==> config.mk <==
export PLATFORM = sky130hd
export DESIGN_NAME = logic_gate_pipe
export DESIGN_NICKNAME = d
export VERILOG_FILES = /design/src/rtl/logic_gate_pipe.sv
export SDC_FILE = /design/constraint.sdc
export NUM_CORES = 1
export LEC_CHECK = 0
export CAP_MARGIN = 30
export CORE_ASPECT_RATIO = 1.75
export CORE_MARGIN = 5
export CORE_UTILIZATION = 57
export CTS_CLUSTER_SIZE = 8
export DETAILED_ROUTE_END_ITERATION = 8
export GPL_TIMING_DRIVEN = 0
export HOLD_SLACK_MARGIN = 0.12
export PLACE_DENSITY = 0.85
export REMOVE_ABC_BUFFERS = 1
export SYNTH_ARGS = -nofsm -noshare
export SYNTH_HDL_FRONTEND = slang
export SYNTH_SLANG_ARGS = --single-unit
export TNS_END_PERCENT = 5
==> constraint.sdc <==
create_clock -name clk -period 3.29 [get_ports clk]
set_clock_uncertainty 0.05 [all_clocks]
set_input_delay 0.658 -clock clk [delete_from_list [all_inputs] [get_ports clk]]
set_output_delay 0.658 -clock clk [all_outputs]
set_load 0.005 [all_outputs]
==> src/rtl/logic_gate_pipe.sv <==
// Two-stage valid/ready pipelined bitwise logic unit with run-time op select,
// a single-bit reduction mode and a saturating handed-off-result counter.
module logic_gate_pipe #(
    parameter int WIDTH = 8,
    parameter int CNT_W = 16
) (
    input  logic             clk,
    input  logic             rst,
    input  logic             in_valid,
    output logic             in_ready,
    input  logic [2:0]       op,
    input  logic             reduce,
    input  logic [WIDTH-1:0] a,
    input  logic [WIDTH-1:0] b,
    output logic             out_valid,
    input  logic             out_ready,
    output logic [WIDTH-1:0] y,
    output logic [CNT_W-1:0] count
);

    logic             s1_valid;
    logic [2:0]       s1_op;
    logic             s1_reduce;
    logic [WIDTH-1:0] s1_a;
    logic [WIDTH-1:0] s1_b;
    logic [WIDTH-1:0] result;
    logic             red_bit;
    logic             s2_adv;
    logic             s1_adv;

    assign s2_adv   = !out_valid || out_ready;
    assign s1_adv   = !s1_valid || s2_adv;
    assign in_ready = s1_adv;

    always_comb begin
        red_bit = 1'b0;
        result  = '0;
        case (s1_op)
            3'b000:  begin result = s1_a & s1_b;    red_bit = &s1_a;    end
            3'b001:  begin result = s1_a | s1_b;    red_bit = |s1_a;    end
            3'b010:  begin result = s1_a ^ s1_b;    red_bit = ^s1_a;    end
            3'b011:  begin result = ~(s1_a & s1_b); red_bit = ~&s1_a;   end
            3'b100:  begin result = ~(s1_a | s1_b); red_bit = ~|s1_a;   end
            3'b101:  begin result = ~(s1_a ^ s1_b); red_bit = ~^s1_a;   end
            3'b110:  begin result = ~s1_a;          red_bit = ~s1_a[0]; end
            default: begin result = s1_a;           red_bit = s1_a[0];  end
        endcase
        // Reduction mode puts the single reduced bit in y[0] and zeroes the rest.
        if (s1_reduce) begin
            result    = '0;
            result[0] = red_bit;
        end
    end

    always_ff @(posedge clk) begin
        if (rst) begin
            s1_valid  <= 1'b0;
            s1_op     <= '0;
            s1_reduce <= 1'b0;
            s1_a      <= '0;
            s1_b      <= '0;
            out_valid <= 1'b0;
            y         <= '0;
            count     <= '0;
        end else begin
            if (s2_adv) begin
                out_valid <= s1_valid;
                if (s1_valid)
                    y <= result;
            end
            if (s1_adv) begin
                s1_valid <= in_valid;
                if (in_valid) begin
                    s1_op     <= op;
                    s1_reduce <= reduce;
                    s1_a      <= a;
                    s1_b      <= b;
                end
            end
            if (out_valid && out_ready && (count != {CNT_W{1'b1}}))
                count <= count + 1'b1;
        end
    end

endmodule

* Yosys cells after proc, flatten, opt, wreduce, memory -nomap -nowiden
Index checks and enable logic that the tools add are counted.
** Storage, ports and cells
- Input bits :: 24
- Word-level logic and storage cells :: 42
- Register bits :: 46
- Output and inout bits :: 26
** Cells by class
- Add/sub/neg operators :: 1
- Multiplexer cells :: 3
- Reductions and logical operators :: 15
- Bitwise logic cells :: 8
- Eq/ne operators :: 7
** Operators with widths (number)
- $pmux W8 S7 :: 1
- $not A8 Y8 :: 4
- $add A16 B1 Y16 const B :: 1
- $ne A16 B16 Y1 const B :: 1
- $eq A3 B3 Y1 const B :: 3
- $and A8 B8 Y8 :: 1
- $mux W8 :: 1
- $or A8 B8 Y8 :: 1
- $reduce_and A8 Y1 :: 1
- $reduce_or A8 Y1 :: 1
- $reduce_xnor A8 Y1 :: 1
- $reduce_xor A8 Y1 :: 1
- $xor A8 B8 Y8 :: 1
- $pmux W1 S7 :: 1
- $eq A3 B2 Y1 const B :: 2
- $logic_not A1 Y1 :: 4
- $reduce_and A2 Y1 :: 2
- $eq A3 B1 Y1 const B :: 1
- $logic_not A3 Y1 :: 1
- $logic_and A1 B1 Y1 :: 2
- $logic_or A1 B1 Y1 :: 2
- $not A1 Y1 :: 1

* Longest topological paths before layout
Gate-level depths: netlist (run 1).
- Depth after elaboration :: 4
- Depth in mapped cells :: 8
- Mapped depth without buffers :: 7

* Worst setup path after synthesis (run 1)
OpenSTA, ideal clock, no wires.
- Path type :: register -> register
- From :: reg s1_a[0]
- To :: reg y[0]
- Data arrival time :: 1.717 ns
- Required time :: 3.128 ns
- Library setup time :: 0.112 ns
- Cell stages (with the launch flop) :: 8
- Clock period less this slack :: 1.879 ns
- Setup slack :: 1.411 ns
- Cell sequence :: dfxtp_1 -> inv_1 -> ha_1 -> xor2_1 -> xnor2_1 -> a22oi_1 -> or2_0 -> a2111oi_1
** Between the ends
- Word-level cells in the longest chain between the ends :: 4
** Ends and longest elaborated chain
- start, declared :: line 24 : logic [WIDTH-1:0] s1_a;
- start signal, assigned :: line 60 : s1_a <= '0;
- start signal, assigned :: line 76 : s1_a <= a;
- $reduce_or A8 Y1, or another cell as far along :: line 40, 43
- $logic_not A1 Y1, or another cell as far along :: line 43 : 3'b100: begin result = ~(s1_a | s1_b); red_bit = ~|s1_a; end
- $pmux W1 S7 / $pmux W8 S7 (equally long branches) :: line 38 : case (s1_op)
- $mux W8 * :: line 49 : if (s1_reduce) begin
- end signal, assigned :: line 69 : y <= result;
- end, declared :: line 17 : output logic [WIDTH-1:0] y,
Every way passes the cells marked *; elsewhere a longest branch is shown, timed or not.
A chain may end at the register's enable or synchronous reset.

* Worst setup path after layout (run 1)
- From :: in out_ready
- To :: out in_ready
** Between the ends
- Word-level cells in the longest chain between the ends :: 2
** Ends and longest elaborated chain
- start, declared :: line 16 : input logic out_ready,
- $logic_or A1 B1 Y1 :: line 31 : assign s2_adv = !out_valid || out_ready;
- $logic_or A1 B1 Y1 :: line 32 : assign s1_adv = !s1_valid || s2_adv;
- end, declared :: line 10 : output logic in_ready,
Every way passes these cells.

==> results of run 1 <==
-- cell usage after synthesis, drive strengths merged, types with 5 or more instances --
cell type | number | share of area, %
mux2 | 5 | 1.9
ha | 25 | 11
a21oi | 39 | 6.8
nor4 | 5 | 1.1
nor2 | 34 | 4.4
nor2b | 9 | 1.9
dfxtp | 46 | 32
xor2 | 7 | 2.1
nand2 | 56 | 7.3
nand3 | 5 | 0.87
clkbuf | 10 | 1.3
buf | 11 | 2.5
mux2i | 5 | 1.7
nand4 | 9 | 2.2
xnor2 | 10 | 3.0
nor3 | 8 | 1.4
a22oi | 6 | 1.6
inv | 23 | 3.0
-- logic make-up after synthesis --
kind of cell               Yosys count  synth area share (%)
muxes                               11                  4.46
adders and majority gates           25                  10.8
DFF                                 46                  31.9
xor gates and xnor gates            17                  5.15
buffers and inverters               44                  6.80
and+or+nand+nor                    146                  24.2
AOI/OAI and AO/OA                   75                  16.8
-- per-stage QoR --
| step | cell area [sq um] | util (%) | hold WS, ns |
|---|---|---|---|
| floorplan | 2780 | - | 0.392 |
| global placement | 3340 | 67.6 | 0.389 |
| detailed placement | 3350 | 67.8 | 0.405 |
| CTS | 3460 | 70.1 | 0.417 |
| global route | 3460 | 70.1 | 0.431 |
| finish | 3460 | 70.1 | 0.413 |
-- layer usage --
| metal | share of wire (%) | global-route usage (%) | vias up |
|---|---|---|---|
| li1 | - | - | 1345 |
| met1 | 39 | 24.5 | 1240 |
| met2 | 55 | 39.0 | 66 |
| met3 | 4.5 | 4.43 | 11 |
| met4 | 2.1 | 10.3 | 0 |
| met5 | 0 | 0 | - |
-- layout by cell type, fill, tap and decap left out, types with 4 or more instances in the layout --
| master | count |
|---|---|
| a211oi_1 | 4 |
| a21oi_1 | 39 |
| a22oi_1 | 6 |
| clkbuf_8 | 5 |
| clkdlybuf4s50_1 | 48 |
| dfxtp_1 | 46 |
| ha_1 | 25 |
| inv_1 | 22 |
| mux2_2 | 5 |
| mux2i_1 | 5 |
| nand2_1 | 56 |
| nand3_1 | 5 |
| nand4_1 | 8 |
| nor2_1 | 34 |
| nor2b_1 | 9 |
| nor3_1 | 8 |
| nor3b_1 | 4 |
| nor4_1 | 5 |
| or4_1 | 4 |
| xnor2_1 | 10 |
| xor2_1 | 7 |
-- critical path: cells and delay by family --
family,cells,cell delay [ns]
buffers and inverters,2,0.92
and+or+nand+nor,2,0.35
-- flip-flops by register name (all words and copies together), names as in the netlist --
name,count
out_valid,1
s1_b,8
s1_a,8
s1_valid,1
count,16
s1_reduce,1
y,8
s1_op,3
-- final cells by class --
cell class,count,area share [%]
Sequential cell,46,26.6
Clock inverter,2,1.09
Inverter,23,2.50
Clock buffer,6,2.10
Tap cell,54,1.95
Timing Repair Buffer,50,14.5
Multi-Input combinational cell,274,51.3
-- power by group --
part / internal, mW / leakage, nW / switching [mW]
combinational: 0.105 / 0.885 / 0.101
clock: 0.227 / 0.0514 / 0.202
sequential: 0.577 / 0.375 / 0.0343
-- path summary, 6_finish.rpt --
check / to / slack [ns] / cells after the start
max reg2reg: y[6]$_SDFFE_PP0P_ / 0.88 / 5
min reg2reg: y[4]$_SDFFE_PP0P_ / 0.41 / 2
min: y[4]$_SDFFE_PP0P_ / 0.41 / 2
max: in_ready / 0.65 / 4
==> results.toml, run 1 <==
[global_routing]
first_global_vias = 2746
gr-total-overflow = 0
track_usage_pct = 22.1
antenna_found_initial = 0
grt_pass1_wl_mm = 12.1
grt_max_degree = 48

[timing]
min_period_over_period_pct = 80.4
worstMarginPinSlew_ns = 1.02
hold_viol = 0
finalWorstSetupSlack_ns = 0.646
drv_slew = 0
relSlewSlack_pct = 31.7
setup_viol_count_final = 0
fin_tns_setup_ns = 0
finalCriticalPeriod_ns = 2.64
rsz0062_at_grt = "no"
fmax_ghz = 0.378

[synth]
ys_types = 49
ys_ff_latch = 46
async_flop_share_pct = 0
syn_area_sq_um = 2890
seq_area_frac_synth_pct = 31.9
synthCells = 364
ys.flop_type = "dfxtp_1"
yosysWarnings = 0
syn_avg_cell_area_sq_um = 7.94
synth_edf_count = 0

[setup_path]
arrival_ns = 1.94
crit_path_top_delay_cell = "clkdlybuf4s50_1"
endpoint_kind = "primary output"
cp_max_fo = 4
startpoint = "out_ready"
critical_path.max_stage_delay_ns = 0.46
crit_type = "in2out"
worst_path_most_repeated_cell = "clkdlybuf4s50_1"
required_ns = 2.58
start_kind = "primary input"
r2r-start = "s1_op[2]$_SDFFE_PP0P_"
path_cells = "clkdlybuf4s50_1 > nor2b_1 > nand2_1 > clkdlybuf4s50_1"

[finish]
fillers = 418
drive_gt1_share_pct = 4.99
nets = 449
num_antenna_cells = 0
area_growth_pct = 19.7
multi_input_area_sq_um = 1770
instances_no_fill = 455
seq_area_sq_um = 921

[clock_network]
clk_pin_slew_worst_paths_ns = 0.08
post_cts_buffers = 0
htree_levels = 2
cts_tree = "yes"
cts_resized = 0
clk_latency_ns = 0.31
cts_root_buffer = "clkbuf_8"
postCtsHoldBufs = 0
clock-sinks = 46
cts_buffer_depth = 2
numCtsBuffers = 5

[routing]
dr.first_iter.drc_count = 102
ant_nets = 0
wire_per_inst_um = 15.5
vias = 2662
wirelength_mm = 7.04
vias_per_cell = 5.85
first_pass_iters = 4
drc = 0

[hold_path]
hold_path.class = "reg2reg"
hp-start = "y[4]$_SDFFE_PP0P_"

[power]
total_power_mw = 1.25
cellLeakagePower_nw = 1.31
power_density_nw_per_um2 = 360
ir_worst_vdd_v = 0.000358

[floorplanning]
rows = 34
initial_core_util_pct = 58.6
ios = 50
die_x_um = 63.8
fp.dieH_um = 104
die_area_sq_um = 6650
core_sq_um = 4930

[outcome]
status = "complete, no violations"

[place]
place.gp.congestion = 0.825
place_inst = 447
hpwl_mm = 4.95
port-buffer-count = 49
pre_cts_slack_ns = 0.576

[flow_run]
maxCapViolations = 0
(Power assumes the default switching activity.)
==> run 2: changes to the inputs <==
--- a/config.mk
+++ b/config.mk
@@ -8,12 +8,12 @@
 export CAP_MARGIN = 30
 export CORE_ASPECT_RATIO = 1.75
 export CORE_MARGIN = 5
-export CORE_UTILIZATION = 57
+export CORE_UTILIZATION = 53
 export CTS_CLUSTER_SIZE = 8
 export DETAILED_ROUTE_END_ITERATION = 8
 export GPL_TIMING_DRIVEN = 0
 export HOLD_SLACK_MARGIN = 0.12
-export PLACE_DENSITY = 0.85
+export PLACE_DENSITY = 0.8
 export REMOVE_ABC_BUFFERS = 1
 export SYNTH_ARGS = -nofsm -noshare
 export SYNTH_HDL_FRONTEND = slang
==> constraint.sdc (replaced) <==
create_clock -name clk -period 2.7 [get_ports clk]
set_clock_uncertainty 0.05 [all_clocks]
set_input_delay 0.54 -clock clk [delete_from_list [all_inputs] [get_ports clk]]
set_output_delay 0.54 -clock clk [all_outputs]
set_load 0.005 [all_outputs]
==> results.toml, run 2 (synthesis gave the netlist of run 1 again) <==
[outcome]
status = "complete, no violations"

[setup_path]
r2r-end = "y[4]$_SDFFE_PP0P_"
cp.buffers_inverters = 0
path_cells = "nor2b_1 > nand2_1 > o211a_1 > o221ai_1 > a21oi_1"
crit_type = "reg2reg"
arrival_ns = 2.51
r2r-start = "s1_op[0]$_SDFFE_PP0P_"
rr_worst_depth = 5
required_ns = 2.79
endpoint_kind = "register"
crit_path_top_delay_cell = "dfxtp_1"
critical_path.max_stage_delay_ns = 1.02
r2r_setup_slack_ns = 0.29
cp_top_family = "flip-flops"
cp_max_fo = 33
start_kind = "register"

[power]
p_int_mw = 1.01
swShare_pct = 28.0
power_frac_comb_pct = 18.1
p_sw_mw = 0.393
p_clk_share_pct = 29.0
ir_worst_vdd_v = 0.000330
p_seq_share_pct = 52.9
cellLeakagePower_nw = 1.30
power_density_nw_per_um2 = 405

[finish]
num_antenna_cells = 0
layout_commonest_cell = "nand2_1"
nets = 449
area_growth_pct = 19.9
final_cell_mix = "nand2_1, clkdlybuf4s50_1, dfxtp_1"
instances_no_fill = 474
largest_reg_flops = 16
drive_gt1_share_pct = 4.75
top_register = "count"

[timing]
finalCriticalPeriod_ns = 2.41
relSlewSlack_pct = 30.3
setup_viol_count_final = 0
hold_ws_ns = 0.401
worstMarginPinSlew_ns = 1.04
rsz0062_at_grt = "no"
fmax_ghz = 0.414
hold_viol = 0
fin_tns_setup_ns = 0
drv_slew = 0
finalWorstSetupSlack_ns = 0.286
min_period_over_period_pct = 89.4

[place]
place_inst = 467
port-buffer-count = 49
pre_cts_slack_ns = 0.107
place.gp.congestion = 0.818
hpwl_mm = 4.93

[clock_network]
cts_buffer_depth = 2
cts_root_buffer = "clkbuf_8"
post_cts_buffers = 0
clk_latency_ns = 0.30
postCtsHoldBufs = 0
clock-sinks = 46
cts_resized = 0
cts_tree = "yes"
numCtsBuffers = 5
htree_levels = 2
clk_pin_slew_worst_paths_ns = 0.09

[global_routing]
grt_pass1_wl_mm = 11.7
antenna_found_initial = 0
grt_max_degree = 48
gr-total-overflow = 0
track_usage_pct = 20.7
first_global_vias = 2576

[routing]
dr.first_iter.drc_count = 138
wirelength_mm = 6.80
vias_per_cell = 5.62
wire_per_inst_um = 14.3
ant_nets = 0
drc = 0
vias = 2664
first_pass_iters = 4

[floorplanning]
ios = 50
core_sq_um = 5300
die_area_sq_um = 7090
initial_core_util_pct = 54.5
die_x_um = 65.8
fp.dieH_um = 108
rows = 35

[hold_path]
hold_path.class = "reg2reg"
hold_end = "y[6]$_SDFFE_PP0P_"
hp-start = "y[6]$_SDFFE_PP0P_"
hold_depth = 2

[flow_run]
maxCapViolations = 0
==> run 2: changes by cell type in the layout (fill, tap and decap cells not counted), sizes merged <==
cell    change
bufinv      -1
==> run 2: layout make-up <==
class	instances	area, sq um
fill	481	1830
multi-input combinational	274	1770
sequential	46	921
timing repair buffer	50	513
tap	74	92.6
inverter	23	86.3
clock buffer	6	72.6
clock inverter	1	7.51
==> run 2: power by group through the flow <==
stage          registers (mW)  logic [mW]  clock network, mW
5_1_grt                 0.749       0.282              0.448
3_3_place_gp            0.762       0.234                  0
3_5_place_dp            0.758       0.252                  0
4_1_cts                 0.742       0.253              0.421
6_report                0.743       0.253              0.407
2_1_floorplan           0.752       0.149                  0
==> run 2: worst max path at each step <==
stage	slack, ns	start	to	cells after the start
6_report	0.29	s1_op[0]$_SDFFE_PP0P_	y[4]$_SDFFE_PP0P_	5
5_1_grt	0.16	s1_op[2]$_SDFFE_PP0P_	y[6]$_SDFFE_PP0P_	5
4_1_cts	0.28	out_ready	in_ready	4
3_5_place_dp	0.11	out_ready	y[5]$_SDFFE_PP0P_	6
3_3_place_gp	-0.40	rst	y[5]$_SDFFE_PP0P_	4
2_1_floorplan	0.52	s1_op[1]$_SDFFE_PP0P_	y[2]$_SDFFE_PP0P_	5
==> run 2: metal layers <==
layer / wire (um) / up-vias / GRT usage (%)
met5: 0 / - / 0
met4: 224 / 0 / 10.4
met3: 278 / 17 / 3.24
met2: 3560 / 74 / 35.5
met1: 2730 / 1229 / 24.3
li1: - / 1344 / -
==> run 2: metrics by stage <==
step / area, sq um / utilization, % / power, mW
detailed placement: 3390 / 63.9 / 1.01
CTS: 3470 / 65.4 / 1.42
finish: 3470 / 65.4 / 1.40
global route: 3470 / 65.4 / 1.48
floorplan: 2780 / - / 0.901
global placement: 3360 / 63.5 / 0.996
==> run 2: worst min-delay path: cells and delay by family, from the launching register on <==
family	cells	cell delay [ns]
compound gates	1	0.05
flops	1	0.31
simple gates	1	0.05
==> run 3: changes to the inputs <==
--- a/config.mk
+++ b/config.mk
@@ -7,7 +7,7 @@
 export LEC_CHECK = 0
 export CAP_MARGIN = 30
 export CORE_ASPECT_RATIO = 1.75
-export CORE_MARGIN = 5
+export CORE_MARGIN = 4
 export CORE_UTILIZATION = 53
 export CTS_CLUSTER_SIZE = 8
 export DETAILED_ROUTE_END_ITERATION = 8
==> results.toml, run 3 (synthesis gave the netlist of run 1 again) <==
[power]
power_density_nw_per_um2 = 413
ir_worst_vdd_v = 0.000283
cellLeakagePower_nw = 1.32

[routing]
drc = 0
wirelength_mm = 6.88
first_pass_iters = 5
ant_nets = 0
dr.first_iter.drc_count = 137
wire_per_inst_um = 14.5
vias = 2665
vias_per_cell = 5.60

[finish]
layout_commonest_cell = "nand2_1"
top_register = "count"
drive_gt1_share_pct = 5.47
multi_input_area_sq_um = 1770
num_antenna_cells = 0
final_util_pct = 66.2
design_area_sq_um = 3510
largest_reg_flops = 16
fillers = 465
seq_area_sq_um = 921
final_cell_mix = "nand2_1, clkdlybuf4s50_1, dfxtp_1"
area_growth_pct = 21.4
nets = 450

[clock_network]
cts_tree = "yes"
cts_resized = 0
clock-sinks = 46
cts_buffer_depth = 2
clk_latency_ns = 0.30
cts_root_buffer = "clkbuf_8"
numCtsBuffers = 5
htree_levels = 2
post_cts_buffers = 0
clk_pin_slew_worst_paths_ns = 0.09
postCtsHoldBufs = 0

[floorplanning]
rows = 35
fp.dieH_um = 106
die_area_sq_um = 6750
core_sq_um = 5300
ios = 50
die_x_um = 63.8
initial_core_util_pct = 54.5

[timing]
fin_tns_setup_ns = 0
finalCriticalPeriod_ns = 2.44
worstMarginPinSlew_ns = 0.976
hold_viol = 0
rsz0062_at_grt = "no"
setup_viol_count_final = 0
relSlewSlack_pct = 34.9
drv_slew = 0
min_period_over_period_pct = 90.5
finalWorstSetupSlack_ns = 0.258
fmax_ghz = 0.409

[global_routing]
grt_pass1_wl_mm = 11.6
track_usage_pct = 21.2
first_global_vias = 2665
gr-total-overflow = 0
grt_max_degree = 48
antenna_found_initial = 0

[outcome]
status = "complete, no violations"

[setup_path]
required_ns = 2.11
path_cells = "clkdlybuf4s50_1 > nor2b_1 > nand2_1 > clkdlybuf4s50_1"
crit_path_top_delay_cell = "clkdlybuf4s50_1"
cp.buffers_inverters = 2
arrival_ns = 1.85
worst_path_most_repeated_cell = "clkdlybuf4s50_1"
cp_num_cells = 4
crit_type = "in2out"
r2r-end = "y[6]$_SDFFE_PP0P_"
endpoint_kind = "primary output"
r2r-start = "s1_op[2]$_SDFFE_PP0P_"
cp_top_family = "buffers and inverters"
start_kind = "primary input"
r2r_setup_slack_ns = 0.27
critical_path.max_stage_delay_ns = 0.47
rr_worst_depth = 5
cp_max_fo = 4

[place]
port-buffer-count = 49
place.gp.congestion = 0.853
place_area_sq_um = 3390
pre_cts_slack_ns = 0.120
hpwl_mm = 5.02

[flow_run]
maxCapViolations = 0

[hold_path]
hp-start = "y[7]$_SDFFE_PP0P_"
hold_path.class = "reg2reg"
hold_depth = 2
hold_end = "y[7]$_SDFFE_PP0P_"
run 3: where the power goes:
part           internal [mW]  total [mW]  leakage [nW]  switching, mW
combinational          0.134       0.263         0.902          0.129
sequential             0.703       0.738         0.375         0.0355
clock                  0.206       0.447        0.0472          0.241
run 3: final cells by class:
class / instances / share of cell area (%)
well taps: 74 / 2.64
clock buffers: 6 / 2.35
multi-input cells: 274 / 50.5
inverters: 23 / 2.46
clock inverters: 2 / 0.357
flip-flops and latches: 46 / 26.2
repair buffers: 51 / 15.4
run 3: worst max path at each step:
stage / from / endpoint / slack [ns]
CTS: out_ready / in_ready / 0.27
detailed placement: out_ready / y[0]$_SDFFE_PP0P_ / 0.12
global placement: rst / y[5]$_SDFFE_PP0P_ / -0.42
floorplan: s1_op[1]$_SDFFE_PP0P_ / y[2]$_SDFFE_PP0P_ / 0.52
global route: s1_op[2]$_SDFFE_PP0P_ / y[6]$_SDFFE_PP0P_ / 0.17
finish: out_ready / in_ready / 0.26
run 3: routing by layer:
metal  up-vias  wire length [um]  track usage, %
li1       1336                 -               -
met1      1234              2640            22.8
met2        73              3690            37.8
met3        22               256            3.20
met4         0               293            12.7
met5         -                 0               0
run 3: per-stage QoR:
stage	hold WS [ns]	cells	power [mW]
2_1_floorplan	0.392	343	0.901
5_1_grt	0.435	476	1.52
6_report	0.406	476	1.45
4_1_cts	0.410	475	1.46
3_5_place_dp	0.399	467	1.01
3_3_place_gp	0.389	466	0.996
run 3: worst register-to-register path, delay by kind of cell, from the launching register on:
kind	cells	cell delay [ns]
flip-flops	1	0.97
multiplexers	2	0.77
buffers and inverters	1	0.28
AO/OA/AOI/OAI	2	0.21
